## src/rtl/ml_stage_pipe_ctrl.sv

```systemverilog
// Elastic valid/ready sequencer around one combinational model stage: R0 feeds the datapath,
// R1..R_PIPE retime its result; latency PIPE+1 edges from capture, full backpressure, bubbles collapse.
module ml_stage_pipe_ctrl #(
  parameter int IN_W  = 125,
  parameter int OUT_W = 86,
  parameter int PIPE  = 2,
  parameter int CNT_W = 16
) (
  input  logic             clk,
  input  logic             rst,
  input  logic             flush,
  input  logic [IN_W-1:0]  in_data,
  input  logic             in_valid,
  output logic             in_ready,
  output logic [IN_W-1:0]  stg_inp,
  input  logic [OUT_W-1:0] stg_out,
  output logic [OUT_W-1:0] out_data,
  output logic             out_valid,
  input  logic             out_ready,
  output logic [3:0]       occupancy,
  output logic [CNT_W-1:0] in_count,
  output logic [CNT_W-1:0] out_count,
  output logic             busy
);

  localparam logic [CNT_W-1:0] CNT_ONE = {{(CNT_W-1){1'b0}}, 1'b1};

  logic [IN_W-1:0]  in_reg;
  logic [OUT_W-1:0] stage_dat [1:PIPE];
  logic [PIPE:0]    vld;
  logic [PIPE:0]    adv;
  logic             accept;
  logic             out_fire;

  // A register advances when some slot downstream of it is empty or the output drains;
  // evaluating it this way keeps adv free of bit-to-bit combinational dependencies.
  always_comb begin
    logic tail_full;
    adv       = '0;
    tail_full = 1'b1;
    for (int k = PIPE; k >= 0; k--) begin
      adv[k]    = vld[k] & (out_ready | ~tail_full);
      tail_full = tail_full & vld[k];
    end
  end

  assign in_ready  = ~flush & (~vld[0] | adv[0]);
  assign accept    = in_valid & in_ready;
  assign out_fire  = vld[PIPE] & out_ready & ~flush;
  assign stg_inp   = in_reg;
  assign out_data  = stage_dat[PIPE];
  assign out_valid = vld[PIPE];
  assign occupancy = 4'($countones(vld));
  assign busy      = |vld;

  always_ff @(posedge clk) begin
    if (rst) begin
      vld       <= '0;
      in_count  <= '0;
      out_count <= '0;
    end else begin
      if (flush) begin
        vld <= '0;
      end else begin
        vld[0] <= accept | (vld[0] & ~adv[0]);
        for (int k = 1; k <= PIPE; k++) begin
          vld[k] <= adv[k-1] | (vld[k] & ~adv[k]);
        end
      end
      if (accept) begin
        in_count <= in_count + CNT_ONE;
      end
      if (out_fire) begin
        out_count <= out_count + CNT_ONE;
      end
    end
  end

  // Data path carries no reset; contents are meaningless while the matching valid is low.
  always_ff @(posedge clk) begin
    if (accept) begin
      in_reg <= in_data;
    end
    if (adv[0]) begin
      stage_dat[1] <= stg_out;
    end
    for (int k = 2; k <= PIPE; k++) begin
      if (adv[k-1]) begin
        stage_dat[k] <= stage_dat[k-1];
      end
    end
  end

endmodule

```

## config.mk

```make
export PLATFORM = sky130hd
export DESIGN_NAME = ml_stage_pipe_ctrl
export DESIGN_NICKNAME = d
export VERILOG_FILES = /design/src/rtl/ml_stage_pipe_ctrl.sv
export SDC_FILE = /design/constraint.sdc
export NUM_CORES = 1
export LEC_CHECK = 0
export CAP_MARGIN = 20
export CORE_AREA = 2 2 180 182
export CTS_BUF_LIST = sky130_fd_sc_hd__clkbuf_8
export DETAILED_ROUTE_END_ITERATION = 6
export DIE_AREA = 0 0 182 184
export GPL_TIMING_DRIVEN = 0
export PLACE_DENSITY_LB_ADDON = 0.1
export REMOVE_ABC_BUFFERS = 1
export SYNTH_ARGS = -nofsm -noshare
export SYNTH_HDL_FRONTEND = slang
export SYNTH_SLANG_ARGS = --single-unit
```

## constraint.sdc

```tcl
create_clock -name clk -period 10.1 [get_ports clk]
set_input_delay 2.525 -clock clk [delete_from_list [all_inputs] [get_ports clk]]
set_output_delay 2.525 -clock clk [all_outputs]
set_load 0.02 [all_outputs]
```

==> impl_summary.txt <==
----------------------------------------------------
[Logic synthesis]
  Synth cell types ... 38
  Predominant post-synthesis flop cell ... sky130_fd_sc_hd__edfxtp_1
  Sequential fraction of the synthesis area ... 0.9086
  Mean area per synthesized cell ... about 22 µm²
  Synthesized area ... 10590 µm²
  EDFF count, synth ... 297
  Async set or reset register ratio after synthesis ... 0
  Yosys reg bits ... 332
  Count of warnings emitted by yosys ... 0
  Post-synthesis instance total ... 485

[CTS]
  Clock edge transition at the registers on the reported setup and hold paths ... 60 ps
  Number of buffers created by CTS ... 56
  Cts-stage hold buffer count ... 0
  Post-cts resize count ... 0
  H-tree levels ... 2
  Root Driver ... sky130_fd_sc_hd__clkbuf_8
  Clock Path Buffers ... 3
  Number of post-CTS setup repair buffers ... 0
  Clock insertion delay at the later pin of the skew report ... a little under 600 ps
  CTS tree ... yes
  CTS Sinks ... 332

[Critical path]
  CP most frequent cell ... sky130_fd_sc_hd__clkdlybuf4s50_1
  Cell with the biggest individual delay on the critical path ... sky130_fd_sc_hd__clkdlybuf4s50_1
  Beginning of the worst register-to-register path ... vld[1]$_SDFF_PP0_
  Worst R2R Path Depth ... 4
  CP Class ... primary input to output port
  Critical path capture point type ... output port
  Data arrival time of the critical path ... 4140 ps
  CP Launch Type ... primary input
  Crit Reg-Reg Endpoint ... stg_inp[0]$_DFFE_PP_
  Critical path buffer and inverter count ... 2
  CP Cell Sequence ... clkdlybuf4s50_1 -> and4b_1 -> nor2_1 -> clkdlybuf4s50_1
  Source of the critical timing path ... out_ready
  Critical path's top delay family ... buffers and inverters
  Worst stage delay on the critical path ... 660 ps
  R2R setup slack ... 7870 ps
  Largest fanout on the critical path ... 5
  Worst endpoint required time ... approximately 7600 ps

[STA]
  Final worst clock skew ... 13.87 ps
  Time the worst path needs with I/O delays and setup ... about 6700 ps
  Max Clk Rate ... 0.1501 GHz
  Final setup viols ... 0
  Worst Tran Pin Value ... 821.8 ps
  RSZ-0062 raised after global routing ... no
  Worst relative slew slack ... 0.4504
  Final-report hold violation count ... 0
  Fin. max-slew vios ... 0
  Final critical-path share of the clock period ... 0.6597
  Hold WS ... 407.9 ps

[Placement]
  Cells after DPL ... 1350
  Area post-placement ... 15880 µm²
  Post-detail-place hpwl ... 19.95 mm
  Routability congestion estimate ... 0.7439
  PortBufs ... 463

[Floorplan]
  Site row count ... 65
  Number of primary I/O pins ... 466
  Initial Util ... 0.3372
  Horizontal die dimension ... 182 µm
  Die outline height ... ~180 µm
  Core Region ... 31390 µm²
  Die Outline Area ... between 30000 and 40000 µm²

[GRT]
  Via count of the first global-routing pass ... 6568
  Maximum number of pins on one net before global-route repair ... 80
  Global-route wire length before repair ... 39.47 mm
  Global-route usage over all layers ... 0.1585
  Total gr overflow ... 0
  Number of antenna violations at the first check in global routing ... 0

[Detailed routing]
  Routed met1 length ... 9.949 mm
  Initial DRC Count ... 285
  Per-cell via count in the routed design ... roughly 4.3
  Post-Route WL ... 27.39 mm
  DRC ... 0
  Top layer used by detailed routing ... met4
  WL/cell ... 18.84 µm
  Post-detailed-route count of antenna-violating nets ... 0
  Detail Route met2 WL ... 13.56 mm
  Vias after detailed routing ... 6316
  Met3 wire len ... about 3.2 mm
  First-pass iteration count of the detailed router ... 4

[Hold path]
  Hold Startpoint ... stage_dat[1][79]$_DFFE_PP_
  Number of cells on the worst hold path ... 0
  Worst min-delay path class ... register to register
  Hold-critical path endpoint ... stage_dat[2][79]$_DFFE_PP_

[Outcome]
  Run status ... finished clean

[Flow run]
  # Max-Cap Violations ... 0

[Power]
  Worst supply voltage drop on vdd ... 0.09441 mV
  Overall power ... about 3.0 mW
  Pwr dens ... 174.3 nW/µm²
  Leakage Power ... 5.799 nW

[Cells and area]
  Filler Cells Inserted ... about 2500
  Area growth from synthesis to layout ... 60.34%
  Layout cell share with drive strength beyond 1 ... 0.08278
  Final net count ... 1225
  Combined flip-flop and latch cell area ... 9619 µm²
  Area taken by multi-input logic gates ... 923.4 µm²
  Final cell area excluding filler cells ... 16970 µm²
  Fin cells ... 1454

----------------------------------------------------
## where the power goes
part,switching [mW],leakage (nW),internal [mW]
logic,0.103,2.17,0.138
registers,0.0130,3.02,1.55
clock network,0.515,0.607,0.641
## final cells by class
| class | instances | area share |
|---|---|---|
| antenna | 1 | 0.0001474 |
| clock buffer | 59 | 0.04784 |
| timing repair buffer | 471 | 0.2834 |
| sequential | 332 | 0.5667 |
| multi-input combinational | 141 | 0.05440 |
| clock inverter | 44 | 0.01673 |
| tap | 402 | 0.02963 |
| inverter | 4 | 0.001179 |
## per-stage QoR
stage | setup slack [ps] | util | TNS [ps]
5_1_grt | 3320 | 0.5406 | 0
4_1_cts | 3410 | 0.5406 | 0
6_report | 3437 | 0.5407 | 0
3_3_place_gp | -3498 | 0.4994 | -300300
2_1_floorplan | 600.6 | - | 0
3_5_place_dp | 3420 | 0.5057 | 0
## state kept, by name (all words and copies together) (netlist names)
name	flops
in_count	16
out_count	16
stage_dat	172
stg_inp	125
vld	3
## layer usage
metal,GRT usage,vias up
met5,0,-
li1,-,2951
met4,0.06097,0
met3,0.08003,49
met2,0.2627,332
met1,0.1745,2984
## synth_stat cells (2+ instances only)
cell	n	area share
sky130_fd_sc_hd__edfxtp_1	297	0.84
sky130_fd_sc_hd__dfxtp_1	35	0.066
sky130_fd_sc_hd__nor2_1	20	0.0071
sky130_fd_sc_hd__a21oi_1	15	0.0071
sky130_fd_sc_hd__or3_1	14	0.0083
sky130_fd_sc_hd__o21ai_0	13	0.0061
sky130_fd_sc_hd__nand3_1	11	0.0052
sky130_fd_sc_hd__nand2_1	10	0.0035
sky130_fd_sc_hd__xor2_1	9	0.0074
sky130_fd_sc_hd__xnor2_1	7	0.0058
sky130_fd_sc_hd__nand4_1	6	0.0035
sky130_fd_sc_hd__and4_1	5	0.0041
sky130_fd_sc_hd__clkbuf_1	4	0.0014
sky130_fd_sc_hd__inv_1	4	0.0014
sky130_fd_sc_hd__and3_1	3	0.0018
sky130_fd_sc_hd__nor2b_1	3	0.0018
sky130_fd_sc_hd__and4b_1	2	0.0019
sky130_fd_sc_hd__buf_2	2	0.00095
sky130_fd_sc_hd__buf_4	2	0.0014
sky130_fd_sc_hd__ha_1	2	0.0024
sky130_fd_sc_hd__nand4_2	2	0.0024
sky130_fd_sc_hd__nor3_1	2	0.00095
sky130_fd_sc_hd__nor4_1	2	0.0012
## cell families (layout without fill, tap and decap cells)
| family | count (synthesis) | count (layout) | synth area share |
|---|---|---|---|
| XOR/XNOR | 16 | 16 | 0.01324 |
| other | 1 | 3 | 0.0003542 |
| AO/OA/AOI/OAI | 30 | 30 | 0.01466 |
| buffers and inverters | 13 | 578 | 0.006263 |
| adder cells (fa/ha/maj) | 3 | 3 | 0.004255 |
| multiplexers | 2 | 2 | 0.002009 |
| flip-flops | 332 | 332 | 0.9086 |
| AND/OR/NAND/NOR | 88 | 88 | 0.05058 |
## cell usage in the layout (no fill, tap or decap), types with 2 or more instances in the layout
cell / instances
sky130_fd_sc_hd__a21oi_1: 15
sky130_fd_sc_hd__and3_1: 3
sky130_fd_sc_hd__and4_1: 5
sky130_fd_sc_hd__and4b_1: 2
sky130_fd_sc_hd__buf_12: 6
sky130_fd_sc_hd__buf_16: 2
sky130_fd_sc_hd__bufinv_16: 4
sky130_fd_sc_hd__clkbuf_8: 59
sky130_fd_sc_hd__clkdlybuf4s50_1: 463
sky130_fd_sc_hd__clkinv_1: 20
sky130_fd_sc_hd__clkinv_2: 4
sky130_fd_sc_hd__conb_1: 2
sky130_fd_sc_hd__dfxtp_1: 35
sky130_fd_sc_hd__edfxtp_1: 297
sky130_fd_sc_hd__ha_1: 2
sky130_fd_sc_hd__inv_1: 17
sky130_fd_sc_hd__inv_6: 2
sky130_fd_sc_hd__nand2_1: 10
sky130_fd_sc_hd__nand3_1: 11
sky130_fd_sc_hd__nand4_1: 6
sky130_fd_sc_hd__nand4_2: 2
sky130_fd_sc_hd__nor2_1: 20
sky130_fd_sc_hd__nor2b_1: 2
sky130_fd_sc_hd__nor3_1: 2
sky130_fd_sc_hd__nor4_1: 2
sky130_fd_sc_hd__o21ai_0: 13
sky130_fd_sc_hd__or3_1: 14
sky130_fd_sc_hd__xnor2_1: 7
sky130_fd_sc_hd__xor2_1: 9
## worst max path at each step
stage / endpoint / slack (ps) / cells after the start
after floorplan: stage_dat[1][0]$_DFFE_PP_ / 600 / 2
after global placement: stage_dat[1][30]$_DFFE_PP_ / -3500 / 3
after detailed placement: in_ready / 3420 / 4
after CTS: in_ready / 3410 / 4
after global routing: in_ready / 3320 / 4
final: in_ready / 3440 / 4
Note: power is estimated with default switching activity, not from simulation.
